===== config.mk =====
export PLATFORM = sky130hd
export DESIGN_NAME = uart_rx_ctrl
export DESIGN_NICKNAME = d
export VERILOG_FILES = /design/src/rtl/uart_pkg.sv /design/src/rtl/uart_rx_sync.sv /design/src/rtl/uart_rx_ctrl.sv
export SDC_FILE = /design/constraint.sdc
export NUM_CORES = 1
export LEC_CHECK = 0
export CAP_MARGIN = 20
export CORE_MARGIN = 2
export CORE_UTILIZATION = 52
export CTS_CLUSTER_SIZE = 30
export DETAILED_ROUTE_END_ITERATION = 8
export PLACE_DENSITY_LB_ADDON = 0.15
export SYNTH_ARGS = -nofsm -noshare
export SYNTH_HDL_FRONTEND = slang
export SYNTH_SLANG_ARGS = --single-unit

===== constraint.sdc =====
create_clock -name clk -period 3.7 [get_ports clk]
set_input_delay 0.74 -clock clk [delete_from_list [all_inputs] [get_ports clk]]
set_output_delay 0.74 -clock clk [all_outputs]
set_load 0.03 [all_outputs]

===== src/rtl/uart_pkg.sv =====
// rtl/uart_pkg.sv - shared state type, timer type and constants for the UART receive path
package uart_pkg;

    localparam int TIMER_W_DFLT = 16;

    typedef logic [TIMER_W_DFLT-1:0] timer_t;

    typedef enum logic [2:0] {
        IDLE,
        START,
        DATA,
        STOP,
        PARITY
    } rx_state_t;

    localparam logic   TRUE    = 1'b1;
    localparam logic   FALSE   = 1'b0;
    localparam timer_t MIN_DIV = timer_t'(2);

endpackage


===== src/rtl/uart_rx_sync.sv =====
// rtl/uart_rx_sync.sv - two-flop synchronizer for the RX pin, resets to the idle-high level
module uart_rx_sync
    import uart_pkg::*;
(
    input  logic clk,
    input  logic rst,
    input  logic i_d,
    output logic o_q
);

    logic r_s1;
    logic r_s2;

    always_ff @(posedge clk or negedge rst) begin
        if (!rst) begin
            r_s1 <= TRUE;
            r_s2 <= TRUE;
        end else begin
            r_s1 <= i_d;
            r_s2 <= r_s1;
        end
    end

    assign o_q = r_s2;

endmodule


===== src/rtl/uart_rx_ctrl.sv =====
// rtl/uart_rx_ctrl.sv - UART receiver: mid-bit sampling FSM with valid/ready byte output
// Optional parity stage enabled by defining UART_PARITY_EN.
module uart_rx_ctrl
    import uart_pkg::*;
#(
    parameter int DATA_W  = 8,
    parameter int TIMER_W = 16
) (
    input  logic               clk,
    input  logic               rst,
    input  logic               enable,
    input  logic [TIMER_W-1:0] baud_div,
    input  logic               rx,
`ifdef UART_PARITY_EN
    input  logic               parity_odd,
    output logic               parity_err,
`endif
    output logic [DATA_W-1:0]  data_out,
    output logic               data_valid,
    input  logic               data_ready,
    output logic               busy,
    output logic               frame_err,
    output logic               overrun_err
);

    localparam int CNT_W = $clog2(DATA_W) + 1;

    rx_state_t          r_state;
    rx_state_t          w_state_nxt;
    logic [TIMER_W-1:0] r_timer;
    logic [TIMER_W-1:0] r_div;
    logic [TIMER_W-1:0] w_limit;
    logic               w_tick;
    logic [CNT_W-1:0]   r_bit_cnt;
    logic [DATA_W-1:0]  r_shift;
    logic [DATA_W-1:0]  r_data;
    logic               r_valid;
    logic               r_busy;
    logic               r_ferr;
    logic               r_ovr;
    logic               w_rx_s;
    logic               w_shift_en;
    logic               w_accept;
    logic               w_ferr;
    logic               w_handshake;
`ifdef UART_PARITY_EN
    logic               r_par_bit;
    logic               r_perr;
    logic               w_perr;
    logic               w_par_bad;
`endif

    uart_rx_sync u_sync (
        .clk (clk),
        .rst (rst),
        .i_d (rx),
        .o_q (w_rx_s)
    );

    // START waits half a bit so every later tick lands on a bit centre.
    assign w_limit = (r_state == START) ? (r_div >> 1) : r_div;
    assign w_tick  = (r_state != IDLE) && (r_timer == w_limit - TIMER_W'(1));

`ifdef UART_PARITY_EN
    assign w_par_bad = ((^r_shift) ^ r_par_bit) != parity_odd;
`endif

    always_comb begin
        w_state_nxt = r_state;
        w_shift_en  = FALSE;
        w_accept    = FALSE;
        w_ferr      = FALSE;
`ifdef UART_PARITY_EN
        w_perr      = FALSE;
`endif
        case (r_state)
            IDLE: begin
                if (!w_rx_s) begin
                    w_state_nxt = START;
                end
            end
            START: begin
                if (w_tick) begin
                    w_state_nxt = w_rx_s ? IDLE : DATA;
                end
            end
            DATA: begin
                if (w_tick) begin
                    w_shift_en = TRUE;
                    if (r_bit_cnt == CNT_W'(DATA_W - 1)) begin
`ifdef UART_PARITY_EN
                        w_state_nxt = PARITY;
`else
                        w_state_nxt = STOP;
`endif
                    end
                end
            end
`ifdef UART_PARITY_EN
            PARITY: begin
                if (w_tick) begin
                    w_state_nxt = STOP;
                end
            end
`endif
            STOP: begin
                if (w_tick) begin
                    w_state_nxt = IDLE;
                    if (!w_rx_s) begin
                        w_ferr = TRUE;
`ifdef UART_PARITY_EN
                    end else if (w_par_bad) begin
                        w_perr = TRUE;
`endif
                    end else begin
                        w_accept = TRUE;
                    end
                end
            end
            default: w_state_nxt = IDLE;
        endcase
        // A disabled receiver drops any partial frame without raising flags.
        if (!enable) begin
            w_state_nxt = IDLE;
            w_shift_en  = FALSE;
            w_accept    = FALSE;
            w_ferr      = FALSE;
`ifdef UART_PARITY_EN
            w_perr      = FALSE;
`endif
        end
    end

    always_ff @(posedge clk or negedge rst) begin
        if (!rst) begin
            r_state <= IDLE;
            r_busy  <= FALSE;
        end else begin
            r_state <= w_state_nxt;
            r_busy  <= (w_state_nxt != IDLE);
        end
    end

    always_ff @(posedge clk or negedge rst) begin
        if (!rst) begin
            r_timer <= '0;
        end else if ((w_state_nxt != r_state) || (r_state == IDLE) || w_tick) begin
            r_timer <= '0;
        end else begin
            r_timer <= r_timer + TIMER_W'(1);
        end
    end

    always_ff @(posedge clk or negedge rst) begin
        if (!rst) begin
            r_div <= TIMER_W'(MIN_DIV);
        end else if ((r_state == IDLE) && (w_state_nxt == START)) begin
            r_div <= (baud_div < TIMER_W'(MIN_DIV)) ? TIMER_W'(MIN_DIV) : baud_div;
        end
    end

    always_ff @(posedge clk or negedge rst) begin
        if (!rst) begin
            r_bit_cnt <= '0;
            r_shift   <= '0;
        end else begin
            if (r_state == START) begin
                r_bit_cnt <= '0;
            end else if (w_shift_en) begin
                r_bit_cnt <= r_bit_cnt + CNT_W'(1);
            end
            if (w_shift_en) begin
                r_shift <= {w_rx_s, r_shift[DATA_W-1:1]};
            end
        end
    end

`ifdef UART_PARITY_EN
    always_ff @(posedge clk or negedge rst) begin
        if (!rst) begin
            r_par_bit <= FALSE;
            r_perr    <= FALSE;
        end else begin
            if ((r_state == PARITY) && w_tick) begin
                r_par_bit <= w_rx_s;
            end
            r_perr <= w_perr;
        end
    end

    assign parity_err = r_perr;
`endif

    assign w_handshake = r_valid & data_ready;

    always_ff @(posedge clk or negedge rst) begin
        if (!rst) begin
            r_data  <= '0;
            r_valid <= FALSE;
            r_ferr  <= FALSE;
            r_ovr   <= FALSE;
        end else begin
            r_ferr <= w_ferr;
            r_ovr  <= FALSE;
            if (w_accept) begin
                if (!r_valid || w_handshake) begin
                    r_data  <= r_shift;
                    r_valid <= TRUE;
                end else begin
                    r_ovr <= TRUE;
                end
            end else if (w_handshake) begin
                r_valid <= FALSE;
            end
        end
    end

    assign data_out    = r_data;
    assign data_valid  = r_valid;
    assign busy        = r_busy;
    assign frame_err   = r_ferr;
    assign overrun_err = r_ovr;

endmodule


# Word-level counts from Yosys, hierarchy flattened

Cells that the tools add are included.

Eq/ne operators: 8
Multiplexer cells: 29
Reduce and logical (&&, ||, !) cells: 13
Order comparisons: 1
Bitwise gates (word level): 1
Add/sub/neg operators: 3

Operators with widths:

| operator                                                                | count |
|---|---|
| 16-bit 2-to-1 mux                                                       | 3 |
| 3-bit 2-to-1 mux                                                        | 6 |
| 16-bit by 1-bit adder with 16-bit output, second input constant         | 1 |
| 16-bit == test                                                          | 1 |
| 16-bit by 2-bit < comparator with 1-bit output, second input constant   | 1 |
| 1-bit 2-to-1 mux                                                        | 16 |
| 16-bit by 1-bit subtractor with 16-bit output, second input constant    | 1 |
| 3-bit one-hot mux with 4 select lines                                   | 1 |
| 4-bit 2-to-1 mux                                                        | 2 |
| 3-bit by 1-bit == test with 1-bit output, second input constant         | 2 |
| 3-bit by 2-bit == test with 1-bit output, second input constant         | 2 |
| 3-bit nonzero test                                                      | 2 |
| 4-bit by 1-bit adder with 4-bit output, second input constant           | 1 |
| 4-bit by 3-bit == test with 1-bit output, second input constant         | 1 |
| 2-bit AND reduction                                                     | 2 |
| 2-bit nonzero test                                                      | 2 |
| 3-bit logical NOT                                                       | 1 |
| 1-bit logical OR                                                        | 3 |
| 3-bit inequality test                                                   | 1 |
| 1-bit logical AND                                                       | 2 |
| 2-bit 2-to-1 mux                                                        | 1 |
| 2-bit by 1-bit inequality test with 1-bit output, second input constant | 1 |
| 1-bit AND                                                               | 1 |
| 1-bit logical NOT                                                       | 1 |

Bits in registers: 61
Output and inout bits: 12
Logic and storage cells: 67

# Logic depth before layout (Yosys ltp)

Depth after elaboration: 12
Mapped depth: 15
Depth with buffers taken out: 12

# By module

From an unflattened synthesis, not the netlist that was laid out.

Cell total of the unflattened synthesis: 357
Area total of the unflattened synthesis: 3662.3 um^2

By module, submodules not included:

| module       | seq. area each (um^2) | times used | area each (um^2) | cells each |
|---|---|---|---|---|
| uart_rx_ctrl | 1477.7                | 1          | 3609.7           | 355 |
| uart_rx_sync | 52.6                  | 1          | 52.6             | 2 |

# Worst setup path after synthesis

No wires, ideal clock.

Kind: register -> register
From: register r_state[1]
To: register r_timer[10]
Path slack: -324 ps
Arrival time: 3890 ps
Stages on the path, launching flop included: 16
Path buffers: 4
Clock period less this slack: 4024 ps
Cell sequence: dfrtp_1 > buf_2 > nor3b_4 > clkbuf_1 > mux2i_1 > ha_1 > or4b_4 > a2111oi_4 > a21oi_2 > nor4_2 > o22ai_1 > nor4b_4 > and3_1 > buf_4 > buf_6 > nor3_1

Longest elaborated chain between the ends: 12
Elaborated cells on any way between the ends: 20
Classes of those cells: add/sub (1); eq/ne (5); mux (9); reduce/logical (5)

RTL lines:

| element                                       | RTL line                                                    | source |
|---|---|---|
| start: declaration                            | uart_rx_ctrl.sv:28                                          | `rx_state_t r_state;` |
| start signal: assignment                      | uart_rx_ctrl.sv:139                                         | `r_state <= w_state_nxt;` |
| 3-bit by 1-bit == test with 1-bit output      | uart_rx_ctrl.sv:61, uart_rx_ctrl.sv:76                      |  |
| 16-bit 2-to-1 mux                             | uart_rx_ctrl.sv:61                                          | `assign w_limit = (r_state == START) ? (r_div >> 1) : r_div;` |
| 16-bit by 1-bit subtractor with 16-bit output | uart_rx_ctrl.sv:62                                          | `assign w_tick = (r_state != IDLE) && (r_timer == w_limit - TIMER_W'(1));` |
| 16-bit == test                                | uart_rx_ctrl.sv:62                                          |  |
| 1-bit logical AND                             | uart_rx_ctrl.sv:62                                          |  |
| 3-bit 2-to-1 mux (on tied branches)           | uart_rx_ctrl.sv:107, uart_rx_ctrl.sv:83, uart_rx_ctrl.sv:88 |  |
| 3-bit one-hot mux with 4 select lines         | uart_rx_ctrl.sv:76                                          | `case (r_state)` |
| 3-bit 2-to-1 mux                              | uart_rx_ctrl.sv:123                                         | `if (!enable) begin` |
| 3-bit inequality test                         | uart_rx_ctrl.sv:147                                         | `end else if ((w_state_nxt != r_state) \|\| (r_state == IDLE) \|\| w_tick) begin` |
| 1-bit logical OR                              | uart_rx_ctrl.sv:147                                         |  |
| 1-bit logical OR (*)                          | uart_rx_ctrl.sv:147                                         |  |
| 16-bit 2-to-1 mux (*)                         | uart_rx_ctrl.sv:147                                         |  |
| end signal: assignment                        | uart_rx_ctrl.sv:150                                         | `r_timer <= r_timer + TIMER_W'(1);` |
| end: declaration                              | uart_rx_ctrl.sv:30                                          | `logic [TIMER_W-1:0] r_timer;` |

Mark *: on every way between the ends. The rest lies on a longest branch, timed or not.
A chain may end at the register's enable or synchronous reset.

# Worst setup path in the final report

From: register r_state[2]
To: register r_data[5], in the netlist data_out[5]

Longest elaborated chain between the ends: 9
Elaborated cells on any way between the ends: 11
Classes of those cells: add/sub (1); eq/ne (3); mux (4); reduce/logical (3)

RTL lines:

| element                                       | RTL line            | source |
|---|---|---|
| 3-bit by 1-bit == test with 1-bit output      | uart_rx_ctrl.sv:61  |  |
| 16-bit 2-to-1 mux                             | uart_rx_ctrl.sv:61  |  |
| 16-bit by 1-bit subtractor with 16-bit output | uart_rx_ctrl.sv:62  |  |
| 16-bit == test                                | uart_rx_ctrl.sv:62  |  |
| 1-bit logical AND                             | uart_rx_ctrl.sv:62  |  |
| 1-bit 2-to-1 mux                              | uart_rx_ctrl.sv:107 | `if (w_tick) begin` |
| 1-bit 2-to-1 mux (*)                          | uart_rx_ctrl.sv:76  |  |
| 1-bit 2-to-1 mux (*)                          | uart_rx_ctrl.sv:123 |  |
| 2-bit AND reduction (no line) (*)             | --                  |  |
| end signal: assignment                        | uart_rx_ctrl.sv:207 | `r_data <= r_shift;` |
| end: declaration                              | uart_rx_ctrl.sv:36  | `logic [DATA_W-1:0] r_data;` |

Marks and branches as above.

==> results.toml <==
[pwr]
powerDensity_mw_per_mm2 = 394.0
leakagePower_uw = 0.001837
intPower_uw = 1205
netSwitchingFraction_pct = 32.27
pwr-share-comb_pct = 22.0
peakVddDrop_mv = 0.1893
clkPwrFrac_pct = 33.7
power_switching_uw = 574.0
power_frac_seq_pct = 44.3

[cells_and_area]
nets = 428
n_antenna_cell = 0
nFillCells = 552
final_cells = 505
area_growth_pct = 23.27
drive_above_1_share_pct = 25.18

[logic_synthesis]
synth_top_area_cell = "dfrtp_1"
syn-instance-count = 357
postSynth.asyncResetShare_pct = 100.0
synth-edff-count = 0
netlist_area_mm2 = 0.003662
ys_types = 63
yosysTopAreaCellShare_pct = 39.63
yosys_register_bits = 61
synth_fp_nets = 381
synth_area_leaders = "dfrtp_1, mux2_2, xor2_1, xnor2_1, nor3_1"
avgSynthCellArea_um2 = 10.26
ys.flop_type = "dfrtp_1"
yosysWarnings = 0
yosysSeqAreaShare_pct = 41.78

[die]
die_x_um = 87.92
core-area_mm2 = 0.006794
io_pins = 33
placementRows = 30
start_util_pct = 53.90
dieArea_mm2 = 0.007730
dieHeight_um = 87.92

[clock_tree]
clk_pin_slew_ns = 0.08
cts_tree = "yes"
cts_buffers = 9
clk_latency_ns = 0.35
clockBufferDepth = 2
clock-sinks = 61
root_buffer = "clkbuf_8"
cts-htree-levels = 3
cts_hold_buffers = 0

[worst_setup_path]
start_kind = "flip-flop"
worstPathArrival_ns = 3.97
cp_max_fo = 8
path_class = "flip-flop to flip-flop"
ff2ff_path_depth = 13
cp.required_ns = 3.93
end_kind = "flip-flop"

[route]
wl_per_cell_um = 17.07
drc = 0
first_pass_iters = 4
ant_nets = 0
first_iter_violations = 211
vias_per_cell = 5.921
drt_wl_total_um = 8622
dr_total_vias = 2990

[global_route]
antenna_found_initial = 0
top_usage_layer = "met1"
grtUsageMet1_pct = 34.40
grt_pass1_wl_um = 13900
overflow = 0
grt_max_degree = 46
grtUsageTotal_pct = 23.68
use_met2_pct = 34.16
gr-usage-met3_pct = 4.336
grt_pass1_vias = 2841

[run_status]
violations = "setup timing"
status = "complete, but fails checks"

[timing]
fin_crit_sh_pct = 100.9
setup_viol = 3
fmax_ghz = 0.2678
setup_ws_ns = -0.03347
skew_ns = 0.008684
rsz0062_at_grt = "true"
hold_viol = 0
period_minus_slack_ns = 3.733
whs_ns = 0.2756
worstMarginPinSlew_ns = 0.7441
slew_headroom_pct = 49.72
maxSlewViolCount = 0

[place]
port_buffers = 32
dp_hpwl_um = 6126
dp.cells = 483
post-place-ws_ns = -0.02445
gp_congestion = 0.9303

[job]
cap_violations = 0

[hold_path]
hold_class = "primary input to async pin"
cell usage after synthesis, drive strengths merged (5+ instances only):
cell type / count
nand3: 14
and3: 12
mux2i: 11
inv: 7
nor4: 5
nand2b: 6
nand2: 21
xor2: 17
clkbuf: 11
xnor2: 15
dfrtp: 58
nand4: 12
o21ai: 10
mux2: 28
buf: 7
a21oi: 15
nor3: 26
nor2: 18
path summary, 6_finish.rpt:
| path | slack (ns) | startpoint | endpoint |
|---|---|---|---|
| worst max-delay path | -0.03 | r_state[2] | data_out[5] |
| worst min-delay path | 0.28 | rst | r_state[1] |
| worst max register to register | -0.03 | r_state[2] | data_out[5] |
| worst min register to register | 0.35 | u_sync.r_s1 | u_sync.o_q |
| max in group asynchronous | 2.82 | rst | u_sync.r_s1 |
| min in group clk | 0.35 | u_sync.r_s1 | u_sync.o_q |
layout make-up:
type | count | area, um^2 | share of cell area (%)
Clock buffer | 9 | 123.9 | 2.744
Clock inverter | 7 | 75.07 | 1.663
Inverter | 7 | 26.28 | 0.5820
Multi-Input combinational cell | 271 | 2130 | 47.17
Sequential cell | 61 | 1530 | 33.90
Tap cell | 96 | 120.1 | 2.661
Timing Repair Buffer | 54 | 509.2 | 11.28
logic make-up after synthesis:
logic type	Yosys count	synth area share, %
DFF	61	41.78
muxes	39	11.62
AOI/OAI and AO/OA	49	9.498
other	1	0.1024
adders and majority gates	3	1.025
xor gates and xnor gates	32	7.653
and+or+nand+nor	147	25.11
buffers and inverters	25	3.212
registers in the layout, summed over array words and instances, names as in the netlist:
| register | flops |
|---|---|
| r_timer | 16 |
| frame_err | 1 |
| r_div | 16 |
| r_bit_cnt | 4 |
| u_sync.o_q | 1 |
| data_valid | 1 |
| r_shift | 8 |
| r_state | 3 |
| u_sync.r_s1 | 1 |
| overrun_err | 1 |
| data_out | 8 |
| busy | 1 |
worst max-delay path, stage by stage (launching register included):
cell and delay (ns):
dfrtp_1 0.41, nor3b_4 0.33, mux2i_1 0.24, ha_2 0.19, or4b_4 0.50, a2111oi_4 0.38
buf_4 0.18, a21oi_4 0.05, nor4_4 0.22, o22ai_2 0.12, nor4b_4 0.28, buf_6 0.17
nand4_4 0.18, mux2_4 0.37
power by group through the flow:
| stage | sequential (uW) | combinational (uW) | clock (uW) |
|---|---|---|---|
| 6_report | 787 | 392 | 600 |
| 5_1_grt | 795 | 427 | 649 |
| 4_1_cts | 784 | 369 | 612 |
| 3_5_place_dp | 796 | 368 | 0 |
| 3_3_place_gp | 795 | 356 | 0 |
| 2_1_floorplan | 765 | 274 | 0 |
metrics by stage:
stage	util (%)	cell area (um^2)	setup TNS, ns	total power, uW
after floorplan	-	3691	-4.782	1039
after global placement	61.05	4148	0	1151
after detailed placement	61.05	4148	-0.07342	1163
after CTS	64.05	4352	0	1765
after global routing	66.45	4514	-4.548	1871
final	66.45	4514	-0.03794	1779
metal layers:
layer | vias to the layer above | share of wire, % | routed length [um]
met4 | 0 | 2.8 | 241
met2 | 90 | 45 | 3902
met5 | - | 0 | 0
met3 | 26 | 5.2 | 446
met1 | 1470 | 47 | 4032
li1 | 1404 | - | -
cells in the final DEF (no fill, tap or decap), types with 3 or more instances in the layout:
cell             synthesis  final
nand4b_1                 3      3
mux2_2                  28     27
a21oi_1                 13     12
buf_4                    1     19
and3_1                  12     12
inv_1                    7      7
nor2_1                  18     17
nand2_1                 21     21
clkdlybuf4s50_1          0     31
nand3_1                 14     14
xor2_1                  17     17
nand4_1                 10     10
dfstp_2                  3      3
mux2i_1                 11     11
nor4_1                   3      3
o21ai_0                  9      9
nand2b_1                 6      6
dfrtp_1                 58     58
clkbuf_8                 0      9
nor3_1                  26     14
and4_1                   4      3
nor2b_1                  4      4
clkinv_4                 0      3
nor4bb_1                 3      3
nor3_2                   0     12
xnor2_1                 15     15
o211ai_1                 3      3
timing repair:
item,4_1_cts,5_1_grt
setup buffers,0,4
gates resized for setup,1,22
endpoints found under the setup margin,16,40
pin swaps,0,11
gates cloned,0,0
No activity file was read; power rests on OpenSTA's default activity.
